### src/rtl/demux_scan_sequencer.sv
// ---------------------------------------------------------------------------
// demux_scan_sequencer
//
// Upstream driver for the 1-to-8 demultiplexer. Accepts one byte per
// valid/ready transfer and steps the demux select `s` through all eight
// channels. Each channel is held for DWELL clocks, and `i` carries the
// matching bit of the captured byte.
//
// Build option:
//   SCAN_MSB_FIRST_EN  defined   -> channel order 7,6,...,0
//                      undefined -> channel order 0,1,...,7
//
// Parameters:
//   DWELL       clocks per channel, 1..16 (held in a 4-bit counter as DWELL-1)
//
// Ports:
//   clk         rising-edge clock
//   rst_n       asynchronous active-low reset
//   in_valid    upstream byte valid
//   in_ready    byte can be accepted (from internal state only)
//   in_data     byte to distribute; bit k goes to channel k
//   s           demux select (registered)
//   i           demux data (registered)
//   busy        frame in progress (registered)
//   frame_done  one-cycle pulse after a frame's last channel (registered)
// ---------------------------------------------------------------------------
module demux_scan_sequencer #(
  parameter int DWELL = 1
) (
  input  logic       clk,
  input  logic       rst_n,
  input  logic       in_valid,
  output logic       in_ready,
  input  logic [7:0] in_data,
  output logic [2:0] s,
  output logic       i,
  output logic       busy,
  output logic       frame_done
);

  // state | meaning
  // IDLE  | no frame in progress, s/i parked at 0
  // SCAN  | a captured byte is being distributed channel by channel
  typedef enum logic {
    IDLE = 1'b0,
    SCAN = 1'b1
  } state_t;

  localparam logic [3:0] DWELL_M1 = 4'(DWELL - 1);

`ifdef SCAN_MSB_FIRST_EN
  localparam logic [2:0] CH_FIRST = 3'd7;
  localparam logic [2:0] CH_LAST  = 3'd0;
`else
  localparam logic [2:0] CH_FIRST = 3'd0;
  localparam logic [2:0] CH_LAST  = 3'd7;
`endif

  state_t     state, state_nxt;
  logic [7:0] hold, hold_nxt;
  logic [3:0] cnt, cnt_nxt;
  logic [2:0] s_nxt;
  logic       i_nxt;
  logic       busy_nxt;
  logic       frame_done_nxt;

  logic       last_dwell;
  logic       xfer;
  logic [2:0] ch_next;

`ifdef SCAN_MSB_FIRST_EN
  assign ch_next = s - 3'd1;
`else
  assign ch_next = s + 3'd1;
`endif

  // The final dwell cycle of the last channel doubles as the accept window,
  // so a waiting byte starts on the very next cycle with no gap.
  assign last_dwell = (cnt == 4'd0) && (s == CH_LAST);
  assign in_ready   = (state == IDLE) || last_dwell;
  assign xfer       = in_valid && in_ready;

  always_ff @(posedge clk or negedge rst_n) begin
    if (!rst_n) begin
      state      <= IDLE;
      hold       <= 8'h00;
      cnt        <= 4'd0;
      s          <= 3'd0;
      i          <= 1'b0;
      busy       <= 1'b0;
      frame_done <= 1'b0;
    end else begin
      state      <= state_nxt;
      hold       <= hold_nxt;
      cnt        <= cnt_nxt;
      s          <= s_nxt;
      i          <= i_nxt;
      busy       <= busy_nxt;
      frame_done <= frame_done_nxt;
    end
  end

  always_comb begin
    state_nxt      = state;
    hold_nxt       = hold;
    cnt_nxt        = cnt;
    s_nxt          = s;
    i_nxt          = i;
    busy_nxt       = busy;
    frame_done_nxt = 1'b0;

    case (state)
      IDLE: begin
        if (xfer) begin
          state_nxt = SCAN;
          hold_nxt  = in_data;
          cnt_nxt   = DWELL_M1;
          s_nxt     = CH_FIRST;
          i_nxt     = in_data[CH_FIRST];
          busy_nxt  = 1'b1;
        end
      end

      SCAN: begin
        if (cnt != 4'd0) begin
          cnt_nxt = cnt - 4'd1;
        end else if (s != CH_LAST) begin
          s_nxt   = ch_next;
          i_nxt   = hold[ch_next];
          cnt_nxt = DWELL_M1;
        end else begin
          frame_done_nxt = 1'b1;
          if (xfer) begin
            hold_nxt = in_data;
            cnt_nxt  = DWELL_M1;
            s_nxt    = CH_FIRST;
            i_nxt    = in_data[CH_FIRST];
          end else begin
            state_nxt = IDLE;
            cnt_nxt   = 4'd0;
            s_nxt     = 3'd0;
            i_nxt     = 1'b0;
            busy_nxt  = 1'b0;
          end
        end
      end

      default: begin
        state_nxt = IDLE;
        cnt_nxt   = 4'd0;
        s_nxt     = 3'd0;
        i_nxt     = 1'b0;
        busy_nxt  = 1'b0;
      end
    endcase
  end

endmodule

### config.mk
export PLATFORM = sky130hd
export DESIGN_NAME = demux_scan_sequencer
export DESIGN_NICKNAME = d
export VERILOG_FILES = /design/src/rtl/demux_scan_sequencer.sv
export SDC_FILE = /design/constraint.sdc
export NUM_CORES = 1
export LEC_CHECK = 0
export BUFFER_PORTS_ARGS = -buffer_cell sky130_fd_sc_hd__buf_4
export CAP_MARGIN = 20
export CELL_PAD_IN_SITES_DETAIL_PLACEMENT = 1
export CELL_PAD_IN_SITES_GLOBAL_PLACEMENT = 2
export CORE_MARGIN = 1.5
export CORE_UTILIZATION = 37
export CTS_CLUSTER_DIAMETER = 60
export DETAILED_ROUTE_END_ITERATION = 8
export GPL_TIMING_DRIVEN = 0
export PLACE_DENSITY_LB_ADDON = 0.2
export SKIP_LAST_GASP = 1
export SLEW_MARGIN = 5
export SYNTH_ARGS = -nofsm -noshare
export SYNTH_HDL_FRONTEND = slang
export SYNTH_SLANG_ARGS = --single-unit
### constraint.sdc
create_clock -name clk -period 3.9 [get_ports clk]
set_clock_uncertainty 0.2 [all_clocks]
set_input_delay 0.195 -clock clk [delete_from_list [all_inputs] [get_ports clk]]
set_output_delay 0.195 -clock clk [all_outputs]
set_load 0.02 [all_outputs]
-- After elaboration in Yosys (flattened, before gate mapping)
Index checks and enable logic that the tools add are counted.
- register bits after elaboration: 19
- input port bits: 11
- output and inout port bits: 7
- word-level logic and storage cells: 55
- add/sub/neg operators: 2
- $lt $le $gt $ge: 1
- equal/unequal tests: 6
- multiplexer cells: 30
- bitwise operators: 1
- reductions and logical operators: 8
- operator list (operator ; count):
    8-bit 2-to-1 mux ; 3
    8-bit one-hot mux with 2 select lines ; 1
    1-bit 2-to-1 mux ; 15
    3-bit 2-to-1 mux ; 3
    4-bit 2-to-1 mux ; 2
    2-bit != test, second input constant ; 4
    4-bit one-hot mux with 2 select lines ; 1
    1-bit one-hot mux with 2 select lines ; 3
    3-bit one-hot mux with 2 select lines ; 1
    4-bit zero test ; 1
    3-bit by 4-bit less-than comparator with 1-bit output, second input constant ; 1
    2-bit AND reduction ; 2
    4-bit AND reduction ; 1
    4-bit nonzero test ; 1
    4-bit by 1-bit subtractor with 4-bit output, second input constant ; 1
    3-bit by 1-bit adder with 3-bit output, second input constant ; 1
    1-bit binary-select mux with 3-bit select ; 1
    3-bit == test, second input constant ; 1
    3-bit != test, second input constant ; 1
    1-bit logical AND ; 2
    1-bit logical OR ; 1
    1-bit inverter ; 1

-- Logic depth before layout (Yosys ltp)
- depth after elaboration: 8
- depth in mapped cells: 7

-- Worst setup path after synthesis
Ideal clock, no wire load.
- kind: flip-flop to flip-flop
- start: register cnt[0]
- end: register hold[1]
- arrival time: 1.809 ns
- data required time: 3.575 ns
- slack: 1.766 ns
- stages on the path, launching flop included: 8
- path buffers: 1
- clock period less this slack: 2.134 ns
- cells stage by stage: dfrtp_1 > inv_1 > ha_1 > or3b_1 > buf_2 > o21ai_4 > nand2_4 > mux2_4
- cells in the longest elaborated chain, start to end: 8
- elaborated cells on any way between the ends: 11
- those cells by class: 1 x eq/ne; 4 x mux; 6 x reduce/logical
- ends and longest elaborated chain (item ; RTL line ; source):
    start, declared ; 61 ; logic [3:0] cnt, cnt_nxt;
    start signal, assigned ; 95 ; cnt <= cnt_nxt;
    4-bit zero test * ; 79 ; assign last_dwell = (cnt == 4'd0) && (s == CH_LAST);
    1-bit logical AND * ; 79 ;
    1-bit logical OR * ; 80 ; assign in_ready = (state == IDLE) || last_dwell;
    named net in_ready ; 33 ; output logic in_ready,
    1-bit logical AND * ; 81 ; assign xfer = in_valid && in_ready;
    8-bit 2-to-1 mux * ; -- ;
    8-bit 2-to-1 mux (2 in a row) ; -- ;
    8-bit one-hot mux with 2 select lines * ; -- ;
    end signal, assigned ; 94 ; hold <= hold_nxt;
    end, declared ; 60 ; logic [7:0] hold, hold_nxt;
The timed path passes the listed nets; every way through them passes the cells marked *. The select of a mux whose other input is x is not followed.
A chain may end at the register's enable or synchronous reset.

-- Worst setup path after layout
- start: register cnt[0]
- end: output port in_ready
- cells in the longest elaborated chain, start to end: 3
- ends and longest elaborated chain (item ; RTL line):
    4-bit zero test ; 79
    1-bit logical AND ; 79
    1-bit logical OR ; 80
    end, declared ; 33
Every way passes these cells.

==> results_dict.tcl <==
set metrics [dict create \
    syn_avg_cell_area_um2 11.50 \
    core_um2 2477 \
    drv_slew 0 \
    tns_ns 0 \
    ys_warn_count 0 \
    synth_cell_type_count 31 \
    area_growth_pct 29.07 \
    vias_per_cell 5.097 \
    grt_pass1_wl_um 3622 \
    clk_latency_ns 0.29 \
    fin_crit_ns 2.330 \
    cp_max_fo 8 \
    grt_pass1_vias 791 \
    synth_cells 85 \
    crit_type "flop to output pin" \
    finish.instance_area_um2 1261 \
    maxCapViolations 0 \
    drive_gt1_share_pct 26.96 \
    grt_max_degree 20 \
    post-route-drc-count 0 \
    cp-end-kind "output pin" \
    die_w_um 54.39 \
    multi_input_area_um2 473.0 \
    powerDensity_nw_per_um2 682.7 \
    layout_commonest_cell "dfrtp_1" \
    dp_hpwl_um 1533 \
    start_util_pct 39.44 \
    first_pass_iters 4 \
    rsz0062_at_grt "false" \
    yosysSeqAreaShare_pct 48.66 \
    most-common-layout-cells "dfrtp_1 (19), buf_4 (16), dlygate4sd3_1 (10)" \
    critPathLaunchType "flop" \
    clk_path_buf_depth 2 \
    placed_area_um2 1135 \
    path_clk_slew_ns 0.11 \
    seq_area_um2 475.5 \
    place.gp.congestion 0.7486 \
    ctsRootBufferMaster "clkbuf_4" \
    ant_nets 0 \
    synth.top_cell.area_share_pct 48.66 \
    cts.sinks 19 \
    grt_util_all_layers_pct 17.83 \
    utilization_pct 50.91 \
    grt_overflow_total 0 \
    layout_setup_ws_ns 1.570 \
    period_share_pct 59.75 \
    p_leak_nw 0.6155 \
    holdCritPathClass "input port to async pin" \
    cts_setup_buffers 0 \
    synth.cell_area_um2 977.2 \
    cts_buffers 3 \
    ys_seq_elements 19 \
    dp_slack_ns 1.686 \
    worst_pin_slew_ns 0.4941 \
    synth_nets 100 \
    ys_top_cells_by_area "dfrtp_1 (49%), mux2_4 (11%), ha_1 (5.1%)" \
    outcome "completed" \
    required_ns 3.50 \
    num-fill-cells 282 \
    synth_largest_area_cell "dfrtp_1" \
    die_h_um 54.39 \
    cts_tree "done" \
    wirelength_um 2174 \
    drt_iter0_markers 5 \
    numPortBuffers 16 \
    diodes 0 \
    routedWlPerCell_um 14.99 \
    h-tree-depth 1 \
    relSlewSlack_pct 66.99 \
    setup_viol 0 \
    hold_viol_final 0 \
    fmax_mhz 429.1 \
    peakVddDrop_v 0.0003494 \
    dieArea_um2 2958 \
    crit_arrival_ns 1.94 \
    fp-row-count 18 \
    antenna_found_initial 0 \
    layout.nets 131 \
    vias 739 \
    pin_count 18 \
]
==> synth_stat cells (all sizes together) <==
cell	count
dfrtp	19
nand2	10
mux2	7
o21ai	6
a21oi	4
ha	4
mux2i	4
inv	3
nor3	3
a21o	2
buf	2
nand3	2
nor2	2
o22ai	2
a21bo	1
a31oi	1
and2	1
clkbuf	1
clkinv	1
mux4	1
nand2b	1
nand3b	1
nand4	1
nor3b	1
o2111ai	1
o21a	1
o31ai	1
or3	1
or3b	1
==> worst max-delay path, cell delays in order (launching register included) <==
cell and delay, ns:
dfrtp_1 0.43, inv_1 0.09, ha_1 0.19, or3b_1 0.35, buf_2 0.19, o21ai_4 0.22, buf_4 0.18
==> registers in the layout (all words and copies together), names as in the netlist <==
| register | count |
|---|---|
| s | 3 |
| busy | 1 |
| frame_done | 1 |
| cnt | 4 |
| state | 1 |
| i | 1 |
| hold | 8 |
==> power by group <==
group	leakage, nW	switching (mW)	internal [mW]
Combinational	0.366	0.204	0.228
Sequential	0.235	0.0537	0.274
Clock	0.0150	0.0613	0.0397
==> final timing paths <==
check | start | end | slack, ns | depth (start not counted)
setup / recovery | cnt[0]$_DFFE_PN0P_ | in_ready | 1.57 | 6
hold / removal | rst_n | cnt[2]$_DFFE_PN0P_ | 0.1 | 2
min in group clk | hold[2]$_DFFE_PN0P_ | hold[2]$_DFFE_PN0P_ | 0.32 | 1
setup reg to reg | cnt[0]$_DFFE_PN0P_ | hold[5]$_DFFE_PN0P_ | 1.67 | 7
max in group asynchronous | rst_n | hold[3]$_DFFE_PN0P_ | 3.19 | 2
hold reg to reg | hold[2]$_DFFE_PN0P_ | hold[2]$_DFFE_PN0P_ | 0.32 | 1
==> metrics by stage <==
stage,hold WS [ns],power [mW],cells
finish,0.09753,0.8610,145
global route,0.1118,0.9374,145
CTS,0.09583,0.8737,145
detailed placement,-0.1134,0.7625,131
global placement,-0.1150,0.7515,131
floorplan,-0.3006,0.6298,85
==> timing repair <==
action / 4_1_cts / 5_1_grt
endpoints found under the hold margin: 29 / 0
hold buffers: 10 / 0
resized for setup: 0 / 0
setup endpoints to repair: 0 / 0
==> layer usage <==
layer	global-route usage, %	up-vias	wire, um
met5	0	-	0
met1	23.06	361	947
li1	-	361	-
met2	29.72	15	1135
met3	3.279	2	72
met4	6.250	0	19
==> cell families (layout without fill, tap and decap cells) <==
| group | Yosys count | in the layout | share of synthesized area (%) |
|---|---|---|---|
| multiplexers | 12 | 12 | 17.16 |
| AO/OA/AOI/OAI | 19 | 19 | 13.19 |
| buffers and inverters | 7 | 37 | 2.944 |
| AND/OR/NAND/NOR | 24 | 24 | 12.93 |
| adder cells (fa/ha/maj) | 4 | 4 | 5.122 |
| flip-flops | 19 | 19 | 48.66 |
==> area by class of cell <==
type / count / area share [%]
Sequential cell: 19 / 37.70
Multi-Input combinational cell: 59 / 37.50
Tap cell: 30 / 2.976
Clock buffer: 4 / 2.083
Inverter: 4 / 1.190
Timing Repair Buffer: 26 / 17.46
Buffer: 3 / 1.091
Power figures use the tool's default switching activity.
